[config.mk]
export PLATFORM = sky130hd
export DESIGN_NAME = ysyx_24120013_core_ctrl
export DESIGN_NICKNAME = d
export VERILOG_FILES = /design/src/rtl/ysyx_24120013_core_ctrl.sv
export SDC_FILE = /design/constraint.sdc
export NUM_CORES = 1
export LEC_CHECK = 0
export ABC_AREA = 1
export CAP_MARGIN = 25
export CORE_ASPECT_RATIO = 1.75
export CORE_MARGIN = 1.5
export CORE_UTILIZATION = 30
export DETAILED_ROUTE_END_ITERATION = 10
export DONT_BUFFER_PORTS = 1
export PLACE_DENSITY = 0.45
export SLEW_MARGIN = 0
export SYNTH_ARGS = -nofsm -noshare
export SYNTH_HDL_FRONTEND = slang
export SYNTH_SLANG_ARGS = --single-unit
export TNS_END_PERCENT = 5
[constraint.sdc]
create_clock -name clk -period 2 [get_ports clk]
set_clock_uncertainty 0.05 [all_clocks]
set_input_delay 0.2 -clock clk [delete_from_list [all_inputs] [get_ports clk]]
set_output_delay 0.2 -clock clk [all_outputs]
set_load 0.01 [all_outputs]
[src/rtl/ysyx_24120013_core_ctrl.sv]
// ---------------------------------------------------------------------------
// ysyx_24120013_core_ctrl
//
// Multi-cycle sequencer for the ysyx_24120013 RV32 core. Steps each
// instruction through fetch, decode, execute, optional data-memory access
// and write-back. It holds the instruction register for the IDU, emits the
// PC and register-file write strobes, and stops the core on ebreak (HALT)
// or when a memory handshake stalls for too long (ERR).
//
// Parameters
//   TIMEOUT    maximum wait cycles in a handshake state before ERR
//   CNT_WIDTH  wait-counter width; TIMEOUT must fit (TIMEOUT < 2**CNT_WIDTH)
//
// Ports
//   clk, rst         clock, asynchronous active-high reset
//   ifu_req_valid    out  instruction fetch request (held until accepted)
//   ifu_req_ready    in   instruction memory accepts the request
//   ifu_rsp_valid    in   instruction data valid (sampled in WAIT_I only)
//   ifu_rsp_data     in   fetched instruction
//   lsu_req_valid    out  data memory request (held until accepted)
//   lsu_req_ready    in   data memory accepts the request
//   lsu_rsp_valid    in   data memory access complete (sampled in WAIT_D only)
//   inst             out  instruction register feeding the IDU
//   rf_we, pc_we     out  one-cycle write strobes in WB
//   halted, err      out  sticky terminal-state flags
//   state            out  current state encoding, for debug
// ---------------------------------------------------------------------------
module ysyx_24120013_core_ctrl #(
  parameter int TIMEOUT   = 255,
  parameter int CNT_WIDTH = 8
) (
  input  logic        clk,
  input  logic        rst,
  output logic        ifu_req_valid,
  input  logic        ifu_req_ready,
  input  logic        ifu_rsp_valid,
  input  logic [31:0] ifu_rsp_data,
  output logic        lsu_req_valid,
  input  logic        lsu_req_ready,
  input  logic        lsu_rsp_valid,
  output logic [31:0] inst,
  output logic        rf_we,
  output logic        pc_we,
  output logic        halted,
  output logic        err,
  output logic [3:0]  state
);

  typedef enum logic [3:0] {
    S_IDLE   = 4'd0,
    S_FETCH  = 4'd1,
    S_WAIT_I = 4'd2,
    S_DECODE = 4'd3,
    S_EXEC   = 4'd4,
    S_MEM    = 4'd5,
    S_WAIT_D = 4'd6,
    S_WB     = 4'd7,
    S_HALT   = 4'd8,
    S_ERR    = 4'd9
  } state_e;

  localparam logic [31:0]          INST_NOP    = 32'h0000_0013;
  localparam logic [31:0]          INST_EBREAK = 32'h0010_0073;
  localparam logic [6:0]           OP_LOAD     = 7'b0000011;
  localparam logic [6:0]           OP_STORE    = 7'b0100011;
  localparam logic [6:0]           OP_BRANCH   = 7'b1100011;
  localparam logic [CNT_WIDTH-1:0] CNT_LIMIT   = CNT_WIDTH'(TIMEOUT);

  state_e               state_q, state_d;
  logic [31:0]          inst_q, inst_d;
  logic [CNT_WIDTH-1:0] cnt_q, cnt_d;

  logic       timed_out;
  logic       in_wait;
  logic [6:0] opcode;
  logic       is_store;
  logic       is_branch;

  assign opcode    = inst_q[6:0];
  assign is_store  = (opcode == OP_STORE);
  assign is_branch = (opcode == OP_BRANCH);
  assign timed_out = (cnt_q == CNT_LIMIT);
  assign in_wait   = (state_q == S_FETCH)  || (state_q == S_WAIT_I) ||
                     (state_q == S_MEM)    || (state_q == S_WAIT_D);

  // Next-state and Moore output decode.
  // NOTE: every signal driven here gets a default first, so no path can
  // leave one unassigned and infer a latch.
  always_comb begin
    state_d       = state_q;
    inst_d        = inst_q;
    ifu_req_valid = 1'b0;
    lsu_req_valid = 1'b0;
    rf_we         = 1'b0;
    pc_we         = 1'b0;
    halted        = 1'b0;
    err           = 1'b0;

    case (state_q)
      S_IDLE: state_d = S_FETCH;

      S_FETCH: begin
        ifu_req_valid = 1'b1;
        if (ifu_req_ready)  state_d = S_WAIT_I;
        else if (timed_out) state_d = S_ERR;
      end

      S_WAIT_I: begin
        if (ifu_rsp_valid) begin
          inst_d  = ifu_rsp_data;
          state_d = S_DECODE;
        end else if (timed_out) begin
          state_d = S_ERR;
        end
      end

      S_DECODE: state_d = S_EXEC;

      // ebreak's opcode (SYSTEM) never collides with load/store.
      S_EXEC: begin
        if (inst_q == INST_EBREAK)                     state_d = S_HALT;
        else if (opcode == OP_LOAD || opcode == OP_STORE) state_d = S_MEM;
        else                                           state_d = S_WB;
      end

      S_MEM: begin
        lsu_req_valid = 1'b1;
        if (lsu_req_ready)  state_d = S_WAIT_D;
        else if (timed_out) state_d = S_ERR;
      end

      S_WAIT_D: begin
        if (lsu_rsp_valid)  state_d = S_WB;
        else if (timed_out) state_d = S_ERR;
      end

      // Stores and branches have no rd; writes to x0 are suppressed too.
      S_WB: begin
        pc_we   = 1'b1;
        rf_we   = !(is_store || is_branch || (inst_q[11:7] == 5'd0));
        state_d = S_FETCH;
      end

      S_HALT: halted = 1'b1;

      S_ERR: err = 1'b1;

      // Encodings 10-15 recover into the error state.
      default: state_d = S_ERR;
    endcase
  end

  // The wait counter restarts on every state change, so entering any
  // handshake state sees zero; it only counts while a handshake is pending.
  always_comb begin
    cnt_d = '0;
    if (state_d == state_q && in_wait) cnt_d = cnt_q + CNT_WIDTH'(1);
  end

  // NOTE: sequential state uses non-blocking assignments so all registers
  // update together from pre-edge values.
  always_ff @(posedge clk or posedge rst) begin
    if (rst) begin
      state_q <= S_IDLE;
      inst_q  <= INST_NOP;
      cnt_q   <= '0;
    end else begin
      state_q <= state_d;
      inst_q  <= inst_d;
      cnt_q   <= cnt_d;
    end
  end

  assign inst  = inst_q;
  assign state = state_q;

endmodule

==> results of run 1 <==
Yosys cell counts:
cell / count
nand2_1: 86
inv_1: 42
dfrtp_1: 41
nor2_1: 37
o21ai_0: 30
nand3_1: 11
buf_2: 6
nor2_2: 5
xor2_1: 4
dfstp_2: 3
inv_2: 3
nor3_1: 3
a21oi_1: 2
nand3_2: 2
nand4_1: 2
xnor2_1: 2
a221oi_1: 1
a22oi_1: 1
ha_1: 1
nand2_2: 1
nand3_4: 1
nand4_2: 1
nor3_2: 1
o21ai_1: 1
o21ai_2: 1
o221ai_1: 1
o311ai_0: 1
o31ai_1: 1
metrics by stage:
stage,hold WS (ns),utilization
final,0.001644,0.3988
after global routing,0.01575,0.3988
after CTS,0.005437,0.3972
after detailed placement,0.09452,0.3326
after global placement,0.08881,0.3326
after floorplan,0.2405,-
state kept, by name, indices dropped and copies added (netlist names):
register  cells
inst         32
state         4
cnt_q         8
kinds of logic after synthesis:
family	after synthesis
AOI/OAI and AO/OA	39
xor gates and xnor gates	6
buffers and inverters	51
adders and majority gates	1
and+or+nand+nor	150
DFF	44
area by class of cell:
type                       count  area share
clock buffer                   6     0.04849
clock inverter                 2    0.005242
inverter                      45     0.05898
multi-input combinational    196      0.3250
sequential                    44      0.3866
tap                           86     0.03757
timing repair buffer          39      0.1381
how the worst max path moves through the flow:
stage | startpoint | end | slack [ns] | depth (start not counted)
final | state[3] | rf_we | 0.16 | 5
after global routing | inst[9] | cnt_q[3] | 0.03 | 11
after CTS | state[1] | rf_we | 0.004 | 4
after detailed placement | inst[0] | cnt_q[6] | 0.12 | 10
after global placement | inst[0] | cnt_q[0] | 0.15 | 10
after floorplan | state[3] | cnt_q[2] | 0.44 | 7
placed cells by master, fill, tap and decap left out:
cell type / n
nand2_2: 2
clkinvlp_4: 2
nand3_2: 2
dfrtp_2: 2
clkbuf_8: 1
a21oi_1: 1
nand4_2: 1
o21ai_0: 30
nand4_1: 2
dfstp_2: 3
a21oi_2: 1
a22oi_1: 1
inv_2: 4
nor2_1: 36
inv_1: 40
buf_12: 2
nor3_1: 3
o221ai_1: 1
o31ai_1: 1
clkbuf_16: 5
xnor2_1: 2
buf_4: 6
nand2_1: 85
nor3_2: 1
ha_1: 1
nor2_2: 6
o311ai_0: 1
o21ai_2: 1
nand3_4: 1
a221oi_1: 1
o21ai_1: 1
dfrtp_1: 39
dlygate4sd3_1: 31
clkinv_1: 1
xor2_1: 4
nand3_1: 11
critical path, stage by stage (launching register included):
cell     delay [ns]
dfrtp_1        0.44
nor2_2         0.22
inv_2          0.07
nor2_2         0.23
o31ai_1        0.15
a21oi_2        0.20
repair_timing:
action / in CTS / in global routing
endpoints found under the hold margin: 71 / 0
hold buffers: 31 / 0
endpoints found under the setup margin: 0 / 9
resized for setup: 0 / 5
buffers inserted: 0 / 0
power by group:
group	total, uW	switching (uW)	leakage (uW)	internal [uW]
sequential	890	0	0.000445	890
clock	849	353	0.0000691	497
combinational	76.3	30.6	0.000734	45.7
total	1820	383	0.00125	1430
layer usage:
metal	global-route usage	up-vias	share of wire
li1	-	981	-
met1	0.1910	882	0.40
met2	0.3049	43	0.55
met3	0.04111	6	0.037
met4	0.05600	0	0.015
met5	0	-	0
==> run_results.csv, run 1 <==
group,metric,value,unit
outcome,status,"complete, no violations",
global_route,grt_max_degree,55,
worst_setup_path,cp_data_required_time,1.75,ns
logic_synthesis,syn_nets,330,
timing,finalCritPeriodShare,0.9203,
timing,max_slew_margin,0.7450,
logic_synthesis,ys_seq_elements,44,
logic_synthesis,synth.top_cell.area_share,0.4609,
clocking,cts_buffers,5,
global_route,grt-ovfl-total,0,
worst_setup_path,critPathLaunchType,"flop",
worst_setup_path,cp_data_arrival_time,1.59,ns
clocking,cts-root-buf,"clkbuf_16",
detailed_routing,drtIter0Drc,79,
logic_synthesis,ys_seq_area_frac,0.4963,
timing,drv_slew,0,
power_and_ir_drop,vdd_drop_max,0.0005484,V
cells_and_area,fillers,780,
global_route,grt_use_total,0.1696,
logic_synthesis,yosysTopAreaCell,"dfrtp_1",
die,dieHeight,117.0,um
place,gp_congestion,0.8941,
worst_setup_path,r2r_slack,0.25,ns
logic_synthesis,synthesis.instances,291,
worst_hold_path,hold_end,"inst[13]",
clocking,clk_latency,0.29,ns
worst_setup_path,crit_type,"flop to primary output",
place,dp_hpwl,4459,um
clocking,clock_path_buffers,2,
detailed_routing,vias_per_cell,4.574,
global_route,grt_pass1_wl,9915,um
cells_and_area,multi_input_area,930.9,um2
worst_setup_path,ff2ff_path_depth,10,
cells_and_area,n_antenna_cell,0,
cells_and_area,regArea,1107,um2
timing,grt_setup_unrepaired,"false",
die,die_x,68.12,um
cells_and_area,syn_to_final_growth,28.67,%
timing,layout_min_cycle_time,1.841,ns
timing,worst_pin_slew,0.3796,ns
logic_synthesis,synth-adder-area-share,0.005621,
logic_synthesis,post_synth_and_or_nand_nor_area_fraction,0.2884,
global_route,grt_pass1_vias,2003,
die,num_rows,41,
worst_hold_path,holdCritStartpoint,"ifu_rsp_data[13]",
detailed_routing,wl_per_cell,14.73,um
timing,setup_tns,0,ns
detailed_routing,vias,1912,
logic_synthesis,synth_top_family_by_area,"simple AND/OR/NAND/NOR gates",
detailed_routing,wl,6159,um
worst_setup_path,r2r_start,"inst[0]",
global_route,antenna_found_initial,0,
logic_synthesis,synth_compound_area_frac,0.09668,
detailed_routing,antenna_left,0,
logic_synthesis,synthMuxAreaShare,0,
place,port_buffers,0,
detailed_routing,drc_errors,0,
place,place_ws,0.1210,ns
worst_setup_path,critPathMaxFanout,4,
logic_synthesis,synthDistinctLibCells,28,
clocking,cts.clk_slew.worst_paths,0.06,ns
logic_synthesis,synth_warnings,0,
clocking,clock-sinks,44,
die,core_area,7182,um2
cells_and_area,final_cells,418,
timing,finalSetupViolCount,0,
timing,fin_ws,0.1594,ns
power_and_ir_drop,powerDensity,634.0,nW/um2
die,fp.dieArea,7966,um2
logic_synthesis,synthXorXnorAreaFrac,0.02361,
clocking,cts.htree.levels,2,
timing,final_hold_viol_count,0,
cells_and_area,num-nets-final,370,
logic_synthesis,synth_area,2226,um2
place,placed_cell_area,2389,um2
worst_hold_path,hp-class,"input pin to flop",
worst_hold_path,whs_path_depth,2,
cells_and_area,stdcell_area,2864,um2
cells_and_area,drive_above_1_share,0.1205,
place,place_inst,379,
die,num_io_pins,80,
timing,fmax,543.3,MHz
power_and_ir_drop,p_leak,0.001248,uW
power_and_ir_drop,p_total,1816,uW
clocking,cts_tree,"yes",
worst_setup_path,end_kind,"primary output",
flow_run,cap_viol_max_count,0,
detailed_routing,dr.pass1.iters,4,
logic_synthesis,synth_area_leaders,"dfrtp_1, nand2_1, inv_1, o21ai_0, nor2_1",
die,initial_core_util,0.3099,
logic_synthesis,postSynthAreaPerCell,7.649,um2
worst_setup_path,r2r-end,"cnt_q[6]",
Power figures use the tool's default switching activity.
==> run 2: changes to the inputs <==
--- a/config.mk
+++ b/config.mk
@@ -13,8 +13,9 @@
 export DETAILED_ROUTE_END_ITERATION = 10
 export DONT_BUFFER_PORTS = 1
 export PLACE_DENSITY = 0.45
+export SETUP_SLACK_MARGIN = 0.2
 export SLEW_MARGIN = 0
 export SYNTH_ARGS = -nofsm -noshare
 export SYNTH_HDL_FRONTEND = slang
 export SYNTH_SLANG_ARGS = --single-unit
-export TNS_END_PERCENT = 5
+export TNS_END_PERCENT = 10
==> run_results.csv, run 2 (same netlist as run 1, synthesis figures left out) <==
group,metric,value,unit
outcome,status,"complete, no violations",
clocking,cts.htree.levels,2,
detailed_routing,drtIter0Drc,61,
global_route,use_met2,0.3003,
worst_setup_path,ff2ff_path_depth,8,
cells_and_area,drive_above_1_share,0.1761,
power_and_ir_drop,clkPwrFrac,0.468,
flow_run,cap_viol_max_count,0,
timing,finalCritPeriodShare,0.8686,
cells_and_area,syn_to_final_growth,32.27,%
power_and_ir_drop,vdd_drop_max,0.0005487,V
global_route,grt_pass1_vias,2016,
power_and_ir_drop,seq_power_share,0.490,
worst_hold_path,hp-class,"input pin to flop",
power_and_ir_drop,combPwrFrac,0.042,
clocking,cts-root-buf,"clkbuf_16",
timing,finalSetupViolCount,0,
worst_setup_path,r2r_slack,0.31,ns
worst_setup_path,r2r-end,"cnt_q[1]",
die,fp.dieArea,7966,um2
detailed_routing,drc_errors,0,
power_and_ir_drop,switching_share,0.2113,
detailed_routing,dr.pass1.iters,4,
clocking,clock-sinks,44,
power_and_ir_drop,power.internal,1433,uW
die,num_rows,41,
timing,layout_min_cycle_time,1.737,ns
worst_setup_path,critPathLaunchType,"flop",
global_route,grt_pass1_wl,9929,um
global_route,grt-ovfl-total,0,
power_and_ir_drop,netSwitchingPower,383.8,uW
worst_setup_path,crit_end,"rf_we",
detailed_routing,vias,1938,
timing,drv_slew,0,
clocking,clock_path_buffers,2,
worst_setup_path,cp_data_required_time,1.75,ns
cells_and_area,layout_common_cells,"nand2_1, dfrtp_1, inv_1",
worst_setup_path,cp_data_arrival_time,1.49,ns
detailed_routing,vias_per_cell,4.603,
cells_and_area,largest_register_ffs,32,
timing,max_slew_margin,0.7450,
detailed_routing,wl_per_cell,14.66,um
die,initial_core_util,0.3099,
worst_setup_path,critPathMaxFanout,4,
place,port_buffers,0,
clocking,clk_latency,0.29,ns
global_route,grt-busiest-layer,"met2",
die,num_io_pins,80,
global_route,antenna_found_initial,0,
power_and_ir_drop,p_leak,0.001261,uW
power_and_ir_drop,powerDensity,617.0,nW/um2
clocking,cts.clk_slew.worst_paths,0.06,ns
die,core_area,7182,um2
cells_and_area,final_common_cell,"nand2_1",
worst_setup_path,crit_type,"flop to primary output",
worst_setup_path,r2r_start,"state[2]",
global_route,grt_use_total,0.1698,
clocking,cts_buffers,5,
timing,setup_tns,0,ns
place,dp_hpwl,4459,um
cells_and_area,num-nets-final,373,
die,die_x,68.12,um
timing,grt_setup_unrepaired,"true",
global_route,grt_max_degree,55,
clocking,cts_tree,"yes",
detailed_routing,wl,6173,um
worst_setup_path,crit_start,"state[3]",
worst_hold_path,whs_path_depth,2,
timing,worst_pin_slew,0.3796,ns
die,dieHeight,117.0,um
global_route,grtUsageMet1,0.1904,
timing,hold_ws,0.001443,ns
global_route,met3_usage,0.04207,
worst_setup_path,end_kind,"primary output",
place,gp_congestion,0.8941,
cells_and_area,n_antenna_cell,0,
timing,final_hold_viol_count,0,
timing,fmax,575.7,MHz
detailed_routing,antenna_left,0,
## run 2: changes by cell type in the layout (fill, tap and decap cells not counted), sizes merged
| cell | previous run | this run |
|---|---|---|
| buf | 8 | 11 |
## run 2: repair_timing
action | CTS | global route
resized for setup | 7 | 18
endpoints found under the hold margin | 71 | 0
pin swaps | 0 | 9
setup endpoints to repair | 9 | 9
cloned | 0 | 0
setup buffers | 0 | 3
hold buffers | 31 | 0
## run 2: final cells by class
class	count	area, um2
sequential	44	1107
fill	769	4238
inverter	45	168.9
multi-input combinational	196	988.4
tap	86	107.6
clock inverter	2	15.01
timing repair buffer	42	417.9
clock buffer	6	138.9
## run 2: worst min path at each step
stage	start	to	slack (ns)
floorplan	ifu_rsp_data[0]	inst[0]	0.24
global placement	rst	inst[28]	0.09
detailed placement	rst	inst[28]	0.09
CTS	ifu_rsp_data[13]	inst[13]	0.005
global route	ifu_rsp_data[13]	inst[13]	0.02
finish	ifu_rsp_data[13]	inst[13]	0.001
## run 2: stage by stage
step / std cells / setup slack [ns] / power, uW / util / instance area, um2
after floorplan: 291 / 0.4391 / 922.2 / - / 2226
final: 421 / 0.2629 / 1817 / 0.4099 / 2944
after global placement: 379 / 0.1484 / 934.3 / 0.3326 / 2389
after detailed placement: 379 / 0.1210 / 934.4 / 0.3326 / 2389
after CTS: 418 / 0.1765 / 1847 / 0.4002 / 2874
after global routing: 421 / 0.1645 / 1879 / 0.4099 / 2944
## run 2: routing by layer
| layer | part of all wire | vias to the layer above | wire [um] |
|---|---|---|---|
| met5 | 0 | - | 0 |
| met4 | 0.020 | 0 | 121 |
| met3 | 0.037 | 8 | 227 |
| met2 | 0.55 | 45 | 3369 |
| met1 | 0.40 | 899 | 2455 |
| li1 | - | 986 | - |
## run 2: power groups by stage
| stage | combinational, uW | clock, uW | sequential (uW) |
|---|---|---|---|
| after global routing | 83.1 | 907 | 889 |
| after detailed placement | 27.9 | 0 | 907 |
| final | 76.5 | 850 | 890 |
| after floorplan | 15.7 | 0 | 907 |
| after global placement | 27.8 | 0 | 907 |
| after CTS | 77.5 | 880 | 890 |
## run 2: critical path: stages (launching register included)
cell and delay (ns):
dfrtp_1 0.44, nor2_2 0.22, inv_2 0.08, nor2_4 0.16, o31ai_2 0.10, a21oi_2 0.19
==> run 3: changes to the inputs <==
--- a/config.mk
+++ b/config.mk
@@ -9,10 +9,10 @@
 export CAP_MARGIN = 25
 export CORE_ASPECT_RATIO = 1.75
 export CORE_MARGIN = 1.5
-export CORE_UTILIZATION = 30
+export CORE_UTILIZATION = 56
 export DETAILED_ROUTE_END_ITERATION = 10
 export DONT_BUFFER_PORTS = 1
-export PLACE_DENSITY = 0.45
+export PLACE_DENSITY = 0.75
 export SETUP_SLACK_MARGIN = 0.2
 export SLEW_MARGIN = 0
 export SYNTH_ARGS = -nofsm -noshare
==> constraint.sdc (replaced) <==
create_clock -name clk -period 1.45 [get_ports clk]
set_clock_uncertainty 0.05 [all_clocks]
set_input_delay 0.145 -clock clk [delete_from_list [all_inputs] [get_ports clk]]
set_output_delay 0.145 -clock clk [all_outputs]
set_load 0.01 [all_outputs]
==> run_results.csv, run 3 (same netlist as run 1, synthesis figures left out) <==
group,metric,value,unit
detailed_routing,drc_errors,0,
timing,grt_setup_unrepaired,"true",
die,num_rows,30,
cells_and_area,drive_above_1_share,0.4020,
place,placed_cell_area,2835,um2
global_route,grt-ovfl-total,0,
timing,layout_min_cycle_time,1.891,ns
die,die_x,50.66,um
timing,fmax,528.8,MHz
global_route,grt_use_total,0.4268,
detailed_routing,antenna_left,0,
outcome,violations,"negative setup slack",
clocking,cts_tree,"yes",
clocking,cts.clk_slew.worst_paths,0.09,ns
global_route,grt_pass1_vias,2782,
die,initial_core_util,0.5814,
die,num_io_pins,80,
cells_and_area,stdcell_area,3643,um2
flow_run,cap_viol_max_count,0,
detailed_routing,wl_per_cell,24.56,um
place,dp_hpwl,4355,um
cells_and_area,largest_register_ffs,32,
outcome,status,"finished with violations",
detailed_routing,wl,11200,um
worst_setup_path,end_kind,"flop",
worst_setup_path,critPathMaxFanout,8,
timing,finalCritPeriodShare,1.304,
place,port_buffers,0,
global_route,antenna_found_initial,0,
timing,finalSetupViolCount,50,
die,fp.dieArea,4377,um2
die,core_area,3829,um2
cells_and_area,syn_to_final_growth,63.69,%
detailed_routing,vias_per_cell,6.542,
clocking,cts.htree.levels,2,
cells_and_area,n_antenna_cell,0,
worst_setup_path,cp_data_required_time,1.62,ns
cells_and_area,num-nets-final,446,
timing,worst_pin_slew,0.3900,ns
global_route,grt_pass1_wl,13540,um
power_and_ir_drop,powerDensity,595.1,nW/um2
timing,fin_ws,-0.4411,ns
power_and_ir_drop,p_leak,0.001653,uW
power_and_ir_drop,vdd_drop_max,0.0007811,V
place,place_ws,-0.1719,ns
timing,drv_slew,0,
place,gp_congestion,0.9405,
worst_setup_path,cp_data_arrival_time,2.06,ns
clocking,clock_path_buffers,2,
clocking,clock-sinks,44,
place,place_inst,402,
die,dieHeight,86.40,um
detailed_routing,dr.pass1.iters,7,
cells_and_area,layout_common_cells,"buf_4, nand2_1, inv_1, dfrtp_1, dlygate4sd3_1",
detailed_routing,vias,2983,
clocking,clk_latency,0.30,ns
clocking,cts_buffers,5,
worst_hold_path,hp-class,"input pin to flop",
worst_setup_path,crit_type,"flop to flop",
global_route,grt_max_degree,45,
cells_and_area,final_common_cell,"buf_4",
timing,final_hold_viol_count,0,
detailed_routing,drtIter0Drc,371,
timing,max_slew_margin,0.7400,
clocking,cts-root-buf,"clkbuf_8",
cells_and_area,final_cells,456,
worst_setup_path,critPathLaunchType,"flop",
[run 3: changes by cell type in the layout (fill, tap and decap cells not counted), moves of 4 or more]
cell           delta
nand2_2          +14
buf_6            +11
nand2_1          -17
dlygate4sd3_1     +4
o21ai_1          +12
o21ai_0          -17
nor2_4            +7
nor2_1            -5
clkbuf_16         -5
o21ai_2           +5
clkbuf_8          +5
buf_4            +57
[run 3: through the flow]
step	TNS (ns)	util	power [uW]	hold WS (ns)
floorplan	-0.01282	-	1272	0.1855
global placement	-1.158	0.7405	1286	0.03737
detailed placement	-1.582	0.7405	1286	0.03606
CTS	-3.077	0.9007	2135	0.06768
global route	-13.61	0.9516	2222	0.1260
finish	-11.20	0.9516	2168	0.1464
[run 3: per-layer routing]
| metal | part of all wire | wire, um | track usage | vias to the layer above |
|---|---|---|---|---|
| met2 | 0.49 | 5468 | 0.7404 | 348 |
| li1 | - | - | - | 1137 |
| met1 | 0.29 | 3229 | 0.4282 | 1357 |
| met3 | 0.11 | 1252 | 0.1017 | 141 |
| met5 | 0 | 0 | 0 | - |
| met4 | 0.11 | 1247 | 0.3243 | 0 |
[run 3: timing repair]
item / in CTS / in global routing
gates resized for setup: 49 / 50
hold buffers: 35 / 0
hold endpoints to repair: 77 / 0
pin swaps: 22 / 14
setup buffers: 7 / 4
endpoints found under the setup margin: 50 / 52
[run 3: final timing paths]
path | endpoint | depth (start not counted) | start | slack [ns]
setup reg to reg | cnt_q[1] | 8 | state[1] | -0.44
setup / recovery | cnt_q[1] | 8 | state[1] | -0.44
max in group asynchronous | inst[1] | 3 | rst | 0.79
min in group asynchronous | cnt_q[2] | 3 | rst | 0.29
hold reg to reg | cnt_q[0] | 2 | cnt_q[0] | 0.53
hold / removal | state[2] | 4 | lsu_req_ready | 0.15
[run 3: final cells by class]
cell class / instances / area, um2
Sequential cell: 44 / 1110
Clock inverter: 2 / 10.01
Timing Repair Buffer: 115 / 1030
Clock buffer: 6 / 82.58
Fill cell: 104 / 185.2
Tap cell: 48 / 60.06
Multi-Input combinational cell: 196 / 1177
Inverter: 45 / 173.9
[run 3: power breakdown]
part | total, uW | internal, uW | switching (uW) | leakage, uW
sequential | 1230 | 1230 | 0 | 0.000443
combinational | 127 | 71.7 | 55.5 | 0.00116
clock | 815 | 381 | 434 | 0.0000510
[run 3: worst max-delay path: stages, from the launching register on]
cell	delay (ns)
dfrtp_2	0.51
inv_2	0.11
nand2_1	0.20
nor3_4	0.08
nor3_4	0.33
nand3_4	0.12
nand2_2	0.09
nand3_4	0.16
nor2_1	0.16
